**config.mk**
```make
export PLATFORM = sky130hd
export DESIGN_NAME = serial_adder
export DESIGN_NICKNAME = d
export VERILOG_FILES = /design/src/rtl/serial_adder.sv
export SDC_FILE = /design/constraint.sdc
export NUM_CORES = 1
export LEC_CHECK = 0
export BUFFER_PORTS_ARGS = -buffer_cell sky130_fd_sc_hd__buf_2
export CAP_MARGIN = 20
export CORE_ASPECT_RATIO = 1.4
export CORE_UTILIZATION = 40
export DETAILED_ROUTE_END_ITERATION = 7
export HOLD_SLACK_MARGIN = 0.05
export PLACE_DENSITY = 0.59
export SLEW_MARGIN = 0
export SYNTH_ARGS = -nofsm -noshare
export SYNTH_HDL_FRONTEND = slang
export SYNTH_SLANG_ARGS = --single-unit
```
**constraint.sdc**
```tcl
create_clock -name clk -period 1.9 [get_ports clk]
set_input_delay 0.095 -clock clk [delete_from_list [all_inputs] [get_ports clk]]
set_output_delay 0.095 -clock clk [all_outputs]
set_load 0.02 [all_outputs]
```
**src/rtl/serial_adder.sv**
```systemverilog
// Bit-serial adder: one full-adder cell per clock, LSB first, IDLE -> RUN -> DONE.
// The sum and carry-out registers hold the last published result until the next one.
module serial_adder #(
  parameter int WIDTH = 8
) (
  input  logic             clk,
  input  logic             rst_n,
  input  logic             start,
  input  logic [WIDTH-1:0] a,
  input  logic [WIDTH-1:0] b,
  input  logic             cin,
  output logic             busy,
  output logic             done,
  output logic [WIDTH-1:0] sum,
  output logic             cout
);

  // Counter must reach WIDTH-1; $clog2 of WIDTH >= 2 always suffices.
  localparam int CNT_W = $clog2(WIDTH);

  typedef enum logic [1:0] {
    ST_IDLE = 2'd0,
    ST_RUN  = 2'd1,
    ST_DONE = 2'd2
  } state_t;

  state_t             state_r;
  state_t             state_s;
  logic [WIDTH-1:0]   opa_r;
  logic [WIDTH-1:0]   opb_r;
  logic [WIDTH-2:0]   psum_r;
  logic [WIDTH-1:0]   psum_next_s;
  logic               carry_r;
  logic [CNT_W-1:0]   cnt_r;
  logic [1:0]         fa_s;
  logic               last_bit_s;
  logic               busy_r;
  logic               done_r;
  logic [WIDTH-1:0]   sum_r;
  logic               cout_r;

  // Returns {carry, sum} of a single full-adder cell.
  function automatic logic [1:0] full_add(input logic x, input logic y, input logic c);
    logic s;
    logic co;
    s  = x ^ y ^ c;
    co = (x & y) | (c & (x ^ y));
    return {co, s};
  endfunction

  // One-bit adder cell, partial-sum shift value and last-bit detect.
  always_comb begin
    fa_s        = full_add(opa_r[0], opb_r[0], carry_r);
    psum_next_s = {fa_s[0], psum_r};
    last_bit_s  = (cnt_r == CNT_W'(WIDTH - 1));
  end

  // Next-state logic.
  always_comb begin
    state_s = state_r;
    case (state_r)
      ST_IDLE: begin
        if (start) begin
          state_s = ST_RUN;
        end else begin
          state_s = ST_IDLE;
        end
      end
      ST_RUN: begin
        if (last_bit_s) begin
          state_s = ST_DONE;
        end else begin
          state_s = ST_RUN;
        end
      end
      ST_DONE: state_s = ST_IDLE;
      default: state_s = ST_IDLE;
    endcase
  end

  // State register with registered status flags decoded from the next state.
  always_ff @(posedge clk or negedge rst_n) begin
    if (!rst_n) begin
      state_r <= ST_IDLE;
      busy_r  <= 1'b0;
      done_r  <= 1'b0;
    end else begin
      state_r <= state_s;
      busy_r  <= (state_s == ST_RUN);
      done_r  <= (state_s == ST_DONE);
    end
  end

  // Operand shifting, carry/counter update and result publication.
  always_ff @(posedge clk or negedge rst_n) begin
    if (!rst_n) begin
      opa_r   <= {WIDTH{1'b0}};
      opb_r   <= {WIDTH{1'b0}};
      psum_r  <= {(WIDTH-1){1'b0}};
      carry_r <= 1'b0;
      cnt_r   <= {CNT_W{1'b0}};
      sum_r   <= {WIDTH{1'b0}};
      cout_r  <= 1'b0;
    end else begin
      case (state_r)
        ST_IDLE: begin
          if (start) begin
            opa_r   <= a;
            opb_r   <= b;
            carry_r <= cin;
            cnt_r   <= {CNT_W{1'b0}};
          end else begin
            opa_r   <= opa_r;
            opb_r   <= opb_r;
            carry_r <= carry_r;
            cnt_r   <= cnt_r;
          end
        end
        ST_RUN: begin
          opa_r   <= {1'b0, opa_r[WIDTH-1:1]};
          opb_r   <= {1'b0, opb_r[WIDTH-1:1]};
          psum_r  <= psum_next_s[WIDTH-1:1];
          carry_r <= fa_s[1];
          cnt_r   <= cnt_r + CNT_W'(1);
          // Final bit: the complete result becomes visible together with DONE.
          if (last_bit_s) begin
            sum_r  <= psum_next_s;
            cout_r <= fa_s[1];
          end else begin
            sum_r  <= sum_r;
            cout_r <= cout_r;
          end
        end
        ST_DONE: begin
          cnt_r <= cnt_r;
        end
        default: begin
          cnt_r <= {CNT_W{1'b0}};
        end
      endcase
    end
  end

  assign busy = busy_r;
  assign done = done_r;
  assign sum  = sum_r;
  assign cout = cout_r;

endmodule

```
Yosys cells after proc, flatten, opt, wreduce, memory -nomap -nowiden
Index checks and enable logic that the tools add are counted.
- register bits: 40
- input port bits: 20
- output and inout bits: 11
- word-level logic and storage cells: 39
- $add $sub $neg: 1
- eq/ne operators: 6
- muxes and demuxes: 11
- bitwise logic cells: 6
- reduce and logical (&&, ||, !) cells: 5
- operators by type and width (cell ; number):
    $pmux W8 S2 ; 2
    $mux W8 ; 2
    $pmux W3 S3 ; 1
    $reduce_and A2 Y1 ; 3
    $eq A2 B1 Y1 const B ; 2
    $eq A2 B2 Y1 const B ; 2
    $pmux W2 S2 ; 1
    $add A3 B1 Y3 const B ; 1
    $eq A3 B3 Y1 const B ; 1
    $mux W3 ; 1
    $and A1 B1 Y1 ; 2
    $logic_not A2 Y1 ; 1
    $mux W1 ; 2
    $mux W2 ; 1
    $ne A2 B2 Y1 const B ; 1
    $pmux W1 S2 ; 1
    $reduce_bool A2 Y1 ; 1
    $xor A1 B1 Y1 ; 2
    $not A1 Y1 ; 1
    $or A1 B1 Y1 ; 1

Depth between registers and ports, before layout
- depth in word-level cells: 4
- mapped depth: 5
- gate-level depth less buffers: 4

Least setup slack after synthesis
No wires, ideal clock.
- path kind: reg-to-reg
- start point: register cnt_r[0]
- end point: register cout_r, in the netlist cout
- arrival: 1.271 ns
- required time: 1.775 ns
- setup slack: 0.504 ns
- stages on the path, launching flop included: 6
- buffers on the path: 1
- clock period less this slack: 1.396 ns
- cells stage by stage: dfrtp_1 > ha_1 > ha_1 > nand2_1 > buf_6 > mux2_4
- longest elaborated chain between the ends: 2
- ends and longest elaborated chain (item ; line ; source):
    start: declaration ; 34 ; logic [CNT_W-1:0] cnt_r;
    start signal: assignment ; 101 ; cnt_r <= {CNT_W{1'b0}};
    start signal: assignment ; 111 ; cnt_r <= {CNT_W{1'b0}};
    start signal: assignment ; 116 ; cnt_r <= cnt_r;
    $eq A3 B3 Y1 ; 55 ; last_bit_s = (cnt_r == CNT_W'(WIDTH - 1));
    $reduce_and A2 Y1 (no source line) ; n/a ;
    end signal: assignment ; 128 ; cout_r <= fa_s[1];
    end signal: assignment ; 131 ; cout_r <= cout_r;
    end: declaration ; 40 ; logic cout_r;
Every way passes these cells.
A chain may end at the register's enable or synchronous reset.

Worst setup path in the final report
- start point: register cnt_r[0]
- end point: register sum_r[0], in the netlist sum[0]
- longest elaborated chain between the ends: 2
- ends and longest elaborated chain (item ; line ; source):
    $eq A3 B3 Y1 ; 55 ;
    $reduce_and A2 Y1 (no source line) ; n/a ;
    end signal: assignment ; 102 ; sum_r <= {WIDTH{1'b0}};
    end signal: assignment ; 127 ; sum_r <= psum_next_s;
    end signal: assignment ; 130 ; sum_r <= sum_r;
    end: declaration ; 39 ; logic [WIDTH-1:0] sum_r;
Every way passes these cells.

==> metrics.cfg <==
[setup_path]
max_stage_delay_ns = 0.39
crit_path_frequent_cell = ha_1
crit_chain = ha_1 -> ha_1 -> nand2_1 -> buf_4 -> mux2_2
r2r-end = sum[0]
cp_data_arrival_time_ns = 1.69
cp_max_fo = 11
cp.required_ns = 2.07
start_kind = register
r2r-start = cnt_r[0]
critPathKind = reg -> reg
cpMaxStageDelayCell = dfrtp_1
reg2regPathDepth = 5
critPathCaptureType = register
reg2reg_slack_ns = 0.38

[cells_and_area]
finish.instance_area_um2 = 2000
finish.utilization_pct = 49.9
layout_commonest_cell = dfrtp_1
area_delta_synth_final_pct = 16.4
mostFrequentLayoutCells = dfrtp_1, buf_2, nand2_1
drive_gt1_share_pct = 28.4
nNetsFinal = 212
antenna_cells = 0

[clock_tree]
cts_tree = yes
numCtsBuffers = 5
path_clk_slew_ns = 0.07
cts_root_buf = clkbuf_8
clk_latency_ns = 0.29
numClockSinks = 40
clock_path_buffers = 2
htree_levels = 2
cts_resized = 0

[global_route]
antenna_found_initial = 0
grt_first_pass_wirelength_mm = 5.56
overflow = 0
grt_max_degree = 41
grt_pass1_vias = 1294
grt_util_all_layers_pct = 16.2

[sta]
skew_ns = 0.00218
slew_headroom_pct = 41.9
rsz0062_at_grt = no
period_share_pct = 80.1
fmax_mhz = 657
slew_violations = 0
tns_ns = 0
finalHoldViolations = 0
tightest_slew_ns = 0.871
period_minus_slack_ns = 1.52
worst_slack_ns = 0.378
finalSetupViolations = 0

[placed_design]
gp_congestion = 0.683
post_dp_cell_area_um2 = 1880
detailedPlace.worstSlack_ns = 0.360
io_buffers = 30
post-dp-hpwl_mm = 2.22

[logic_synthesis]
synth_cell_types = 25
syn_area_um2 = 1720
syn_inst = 155
synth.net_count = 178
ys_async_sr_fraction_pct = 100
avgSynthCellArea_um2 = 11.1
ys_ff_latch = 40
ys_seq_area_share_pct = 58.1
synth_edf_count = 0
synth-main-ff-cell = dfrtp_1
yosysWarnings = 0

[detailed_routing]
drcViolationCount = 1
wire_per_inst_um = 13.8
ant_nets = 0
via_per_inst = 5.26
vias = 1226
finalWirelength_mm = 3.20
dr.pass1.iters = 6
drt-initial-drc-count = 29

[floorplanning]
die-area_um2 = 4570
rows = 27
start_util_pct = 42.8
ioPinCount = 31
die_width_um = 57.4
core_area_um2 = 4020
die_y_um = 79.6

[job]
maxCapViolCount = 0

[pwr]
cellPowerDensity_nw_per_um2 = 1650
p_leak_uw = 0.00101
ir_drop_uv = 652

[hold_path]
holdCritPathClass = in -> reg
holdPathStages = 3
hold_start = b[5]
min_to = opb_r[5]

[outcome]
status = finished with violations
violations = design-rule violations

[sequential cells by signal, indices dropped and copies added (netlist names)]
signal,count
opa_r,8
opb_r,8
sum,8
psum_r,7
cnt_r,3
state_r,2
busy,1
carry_r,1
cout,1
done,1
[Yosys cell counts, drive strengths merged, types with 2 or more instances]
cell type | instances | area [um2]
o21ai | 2 | 10.0
nand2b | 3 | 26.3
inv | 6 | 22.5
buf | 8 | 60.1
o22ai | 15 | 93.8
nor4 | 3 | 18.8
ha | 2 | 25.0
dfrtp | 40 | 1000
nor3 | 5 | 25.0
nand2 | 24 | 90.1
mux2 | 10 | 143
a21oi | 13 | 65.1
nor2 | 15 | 56.3
a22o | 3 | 26.3
[worst max path at each step]
stage,from,to,slack (ns),cells after the start
finish,cnt_r[0],sum[0],0.38,5
CTS,cnt_r[0],sum[0],0.35,5
global placement,cnt_r[0],sum[0],0.42,5
global route,cnt_r[0],sum[0],0.30,5
floorplan,cnt_r[0],cout,0.50,5
detailed placement,cnt_r[0],sum[0],0.36,5
[cells by family (layout without fill, tap and decap cells)]
group	Yosys count	in the layout	share of synthesized area [%]
mux	10	10	8.29
compound gates	35	35	12.4
simple gates	52	52	13.6
buf+inv	15	50	5.01
flops	40	40	58.1
fa+ha+maj	3	3	2.62
[per-layer routing]
metal,GRT usage [%],routed length [um],up-vias
met5,0,0,-
li1,-,-,608
met4,7.07,55,0
met3,5.35,143,5
met2,28.0,1570,27
met1,17.8,1430,586
[power breakdown]
group / leakage [uW] / internal (uW) / switching [uW]
Combinational: 0.000486 / 593 / 678
Sequential: 0.000482 / 1240 / 222
Clock: 0.0000455 / 296 / 271
Total: 0.00101 / 2130 / 1170
[per-stage QoR]
step           hold WS, ns  power (uW)  std cells
6_report            0.0857        3300        233
5_1_grt             0.0927        3580        233
4_1_cts             0.0771        3340        233
3_5_place_dp         0.266        2770        222
3_3_place_gp         0.255        2720        222
2_1_floorplan       -0.201        2460        155
[cell type report]
| type | instances | area (um2) |
|---|---|---|
| Multi-Input combinational cell | 100 | 634 |
| Clock buffer | 8 | 90.1 |
| Inverter | 6 | 22.5 |
| Timing Repair Buffer | 36 | 203 |
| Tap cell | 43 | 53.8 |
| Sequential cell | 40 | 1000 |
| Fill cell | 373 | 2020 |
[worst max-delay path: cells and delay by family, from the launching register on]
kind                       cells  cell delay [ns]
adders and majority gates      2             0.40
buffers and inverters          1             0.21
DFF                            1             0.39
muxes                          1             0.36
and+or+nand+nor                1             0.06
[what timing repair did]
action,in CTS,in global routing
endpoints found under the hold margin,42,0
hold buffers,3,0
buffers inserted,0,0
(Power assumes the default switching activity.)
